File: src/rtl/regfile_mp.sv
// regfile_mp: multi-port integer register file with an integrated busy scoreboard.
// Reads use one cycle of address latency; writes have a fixed port priority.
// Register 0 always reads as zero and can never be marked busy.
//
// Ports:
//   clock_i      rising-edge clock
//   reset_i      asynchronous active-high reset; clears registers, busy bits, read addresses
//   raddr_i      NUM_RD read addresses, port p at [p*AW +: AW], captured at posedge
//   rdata_o      NUM_RD read data, port p at [p*XLEN +: XLEN], from the latched address
//   rbusy_o      per read port busy bit of the register at the latched address
//   waddr_i      NUM_WR write addresses
//   wdata_i      NUM_WR write data
//   wen_i        NUM_WR write enables; a write also releases the register's busy bit
//   resv_addr_i  NUM_WR destination registers to reserve, one per issue lane
//   resv_en_i    NUM_WR reserve strobes
//   busy_o       full scoreboard vector; bit 0 is always 0
module regfile_mp #(
  parameter int unsigned XLEN   = 32,
  parameter int unsigned NREGS  = 32,
  parameter int unsigned AW     = 5,
  parameter int unsigned NUM_RD = 4,
  parameter int unsigned NUM_WR = 2
) (
  input  logic                     clock_i,
  input  logic                     reset_i,
  input  logic [NUM_RD*AW-1:0]     raddr_i,
  output logic [NUM_RD*XLEN-1:0]   rdata_o,
  output logic [NUM_RD-1:0]        rbusy_o,
  input  logic [NUM_WR*AW-1:0]     waddr_i,
  input  logic [NUM_WR*XLEN-1:0]   wdata_i,
  input  logic [NUM_WR-1:0]        wen_i,
  input  logic [NUM_WR*AW-1:0]     resv_addr_i,
  input  logic [NUM_WR-1:0]        resv_en_i,
  output logic [NREGS-1:0]         busy_o
);

  logic [XLEN-1:0]      regs_q [NREGS];
  logic [XLEN-1:0]      regs_d [NREGS];
  logic [NREGS-1:0]     busy_q;
  logic [NREGS-1:0]     busy_d;
  logic [NUM_RD*AW-1:0] raddr_q;

  // Next-state of array and scoreboard; later write ports override earlier ones.
  always_comb begin
    logic set_v;
    logic clr_v;
    regs_d = regs_q;
    busy_d = busy_q;
    set_v  = 1'b0;
    clr_v  = 1'b0;
    for (int r = 1; r < int'(NREGS); r++) begin
      set_v = 1'b0;
      clr_v = 1'b0;
      for (int q = 0; q < int'(NUM_WR); q++) begin
        if (wen_i[q] && (waddr_i[q*AW +: AW] == AW'(r))) begin
          regs_d[r] = wdata_i[q*XLEN +: XLEN];
          clr_v     = 1'b1;
        end
        if (resv_en_i[q] && (resv_addr_i[q*AW +: AW] == AW'(r))) begin
          set_v = 1'b1;
        end
      end
      // A new producer issued in the same cycle an old one retires keeps the register busy.
      busy_d[r] = set_v | (busy_q[r] & ~clr_v);
    end
    regs_d[0] = '0;
    busy_d[0] = 1'b0;
  end

  // State registers: array, scoreboard and latched read addresses.
  always_ff @(posedge clock_i or posedge reset_i) begin
    if (reset_i) begin
      for (int r = 0; r < int'(NREGS); r++) begin
        regs_q[r] <= '0;
      end
      busy_q  <= '0;
      raddr_q <= '0;
    end else begin
      for (int r = 0; r < int'(NREGS); r++) begin
        regs_q[r] <= regs_d[r];
      end
      busy_q  <= busy_d;
      raddr_q <= raddr_i;
    end
  end

  // Read ports: combinational lookup from the latched address, so a write at the
  // capture edge is already visible (write-first).
  for (genvar p = 0; p < int'(NUM_RD); p++) begin : g_rd
    logic [AW-1:0] ra;
    assign ra                        = raddr_q[p*AW +: AW];
    assign rdata_o[p*XLEN +: XLEN]   = (ra == '0) ? '0 : regs_q[ra];
    assign rbusy_o[p]                = busy_q[ra];
  end

  assign busy_o = busy_q;

endmodule

File: config.mk
export PLATFORM = sky130hd
export DESIGN_NAME = regfile_mp
export DESIGN_NICKNAME = d
export VERILOG_FILES = /design/src/rtl/regfile_mp.sv
export SDC_FILE = /design/constraint.sdc
export NUM_CORES = 2
export LEC_CHECK = 0
export ABC_CLOCK_PERIOD_IN_PS = 106400
export CAP_MARGIN = 20
export CORE_UTILIZATION = 55
export CTS_CLUSTER_DIAMETER = 60
export DETAILED_ROUTE_END_ITERATION = 7
export PLACE_DENSITY_LB_ADDON = 0.25
export SETUP_SLACK_MARGIN = 0.05
export SKIP_CTS_REPAIR_TIMING = 1
export SYNTH_ARGS = -nofsm -noshare
export SYNTH_HDL_FRONTEND = slang
export SYNTH_SLANG_ARGS = --single-unit
File: constraint.sdc
create_clock -name clock_i -period 106.4 [get_ports clock_i]
set_input_delay 15.96 -clock clock_i [delete_from_list [all_inputs] [get_ports clock_i]]
set_output_delay 15.96 -clock clock_i [all_outputs]
set_load 0.02 [all_outputs]
==> results.toml <==
[layout]
final_area_um2 = 89830
multi_input_area_um2 = 51760
stdcell_count = 9291
fin_nets = 7371
seqCellArea_um2 = 26170
nFillCells = 11620
drive_gt1_share_pct = 22.17
syn_to_final_growth_pct = 10.09

[route]
wl_um = 339400
first_pass_iters = 8
drtAntennaViolNets = 0
drcViolationCount = 4
vias = 71920
wl_per_cell_um = 36.53
drtIter0Drc = 12330
vias_per_cell = 7.741

[power]
p_sw_w = 0.0005786
irDropWorstVdd_mv = 0.02103
clockPowerShare_pct = 28.1
p_comb_share_pct = 33.0
power_w = 0.001668
pwr-share-seq_pct = 38.9
intPower_w = 0.001089
p_leak_nw = 36.83
sw_frac_of_total_pct = 34.69
power_density_nw_per_um2 = 18.57

[synthesis]
synthCells = 7564
synth_edf_count = 0
avgSynthCellArea_um2 = 10.79
syn_area_um2 = 81600
synth_cell_types = 46
ys_seq_area_share_pct = 31.98
yosysWarnings = 0
yosysMostFrequentCell = "mux2i_1"
async_reset_ff_share_pct = 100.0
synthTopCellsByCount = "1257 x mux2i_1, 1043 x dfrtp_1, 918 x mux4_2"
yosysTopAreaCellShare_pct = 31.98
yosys_most_used_dff = "dfrtp_1"
synthTopCellsByArea = "dfrtp_1 32%, mux4_2 25%, mux2i_1 15%"
synth_fp_nets = 7674
synth_seq_cells = 1043
synth_largest_area_cell = "dfrtp_1"

[worst_setup_path]
cp_max_fo = 38
crit_chain = "buf_4, buf_4, nor2b_4, buf_4, a21oi_1, o22ai_1, a221oi_1, nor2_1, clkdlybuf4s50_1"
cp.required_ns = 90.44
path_common_cell = "buf_4"
worstSetupPathType = "reg2out"
critical-path-max-stage-delay_ns = 0.86
worstSetupEndpointType = "output pin"
path_delay_family = "buffers and inverters"
cp_num_buf_inv = 4
worst_ep_arrival_time_ns = 6.09
start_kind = "register"
crit_slowest_cell = "dfrtp_4"

[place]
post-place-ws_ns = 85.21
dp.cells = 9027
dp_hpwl_um = 192200
gp_congestion = 0.9441
io_buffers = 272
dpl_cell_area_um2 = 84950

[global_route]
antenna_found_initial = 11
grt_usage_pct = 44.90
grt_pass1_vias = 70350
grt_max_degree = 138
grt_pass1_wl_um = 491000
grt_remaining_overflow = 0

[die]
core_area_um2 = 146400
rows = 140
ios = 274
start_util_pct = 55.72
die_x_um = 387.2
dieArea_um2 = 149900
die_h_um = 387.2

[cts]
worstSkewPairLatency_ns = 0.78
cts_tree = "built"
cts.sinks = 1043
h-tree-depth = 4
clock_path_buffers = 3
cts_inserted_buffers = 132
clkSlewWorstSetupHoldPaths_ns = 0.06
clockRootBuffer = "clkbuf_16"

[outcome]
violations = "DRC, slew limit"
outcome = "finished, violations left"

[sta]
grt_setup_unrepaired = "false"
skew_ns = 0
post-route-min-period_ns = 22.05
final-hold-violation-count = 0
fin_crit_sh_pct = 20.72
relSlewSlack_pct = -5.275
worst_pin_slew_ns = 1.579
fin_ws_ns = 84.35
fmax_mhz = 45.35
totalNegativeSetupSlack_ns = 0
setup_violations = 0
drv_slew = 1

[hold_path]
hp-class = "reg2reg"

[run]
drv_cap = 0
-- layer usage --
metal	track usage, %	vias up	routed length [um]
met3	17.79	1847	53460
met1	53.93	35360	109700
met2	63.97	6748	145000
met4	35.85	14	30880
li1	-	27960	-
met5	1.340	-	334
-- worst register-to-register path, cell delays in order, from the launching register on --
cell and delay, ns:
dfrtp_1 0.52, o211ai_1 0.26, o221ai_1 0.19
-- cells in the final DEF (no fill, tap or decap), types with 19 or more instances in the layout --
cell                n
a21oi_1           632
mux4_2            918
a211oi_1           97
clkinv_2           23
nor2b_1           114
a22oi_1            58
mux2_2            176
nand3b_1           29
clkbuf_16         140
o21ai_0           461
clkbuf_1           22
mux2i_1          1257
clkbuf_8           23
nor3_1             45
nand2_4            20
a221oi_1          160
clkdlybuf4s50_1   272
o21ai_1            52
buf_16             19
nor2_1            559
nand2b_1           43
dfrtp_1          1023
buf_4             179
o22ai_1            29
nand2_1           775
o221ai_1           33
-- registers in the layout (all words and copies together) (netlist names) --
| signal | flops |
|---|---|
| raddr_q | 20 |
| regs_q | 992 |
| busy_o | 31 |
-- per-stage QoR --
stage,util [%],hold WS [ns]
detailed placement,58.01,0.6047
CTS,61.04,0.6198
finish,61.34,0.6332
global placement,57.74,0.5976
global route,61.33,0.6523
floorplan,-,0.5653
-- area by class of cell --
class	count	share of cell area (%)
timing repair buffer	493	5.567
multi-input combinational	5583	57.62
sequential	1043	29.13
tap	1917	2.670
clock inverter	54	0.7061
inverter	8	0.04178
clock buffer	181	4.233
antenna	12	0.03343
-- cells by family after synthesis --
| logic type | count (synthesis) | share of synthesized area (%) |
|---|---|---|
| AOI/OAI and AO/OA | 1553 | 11.02 |
| buffers and inverters | 938 | 5.117 |
| DFF | 1043 | 31.98 |
| muxes | 2351 | 43.18 |
| other | 1 | 0.004595 |
| and+or+nand+nor | 1678 | 8.691 |
-- power groups by stage --
stage / logic [W] / clock network (W) / registers [W]
2_1_floorplan: 0.000414 / 0 / 0.000595
3_3_place_gp: 0.000522 / 0 / 0.000630
3_5_place_dp: 0.000538 / 0 / 0.000642
4_1_cts: 0.000540 / 0.000468 / 0.000637
5_1_grt: 0.000584 / 0.000484 / 0.000659
6_report: 0.000550 / 0.000469 / 0.000649
-- worst paths after layout --
check                       startpoint           to  slack (ns)  depth (start not counted)
setup / recovery           raddr_q[10]  rdata_o[81]       84.35                          9
hold / removal             regs_q[611]  regs_q[611]        0.63                          2
setup reg to reg            busy_o[13]   busy_o[13]      105.27                          2
hold reg to reg            regs_q[611]  regs_q[611]        0.63                          2
max in group asynchronous      reset_i   regs_q[22]       86.69                          6
min in group asynchronous      reset_i  regs_q[163]       15.71                          2
Power figures use the tool's default switching activity.
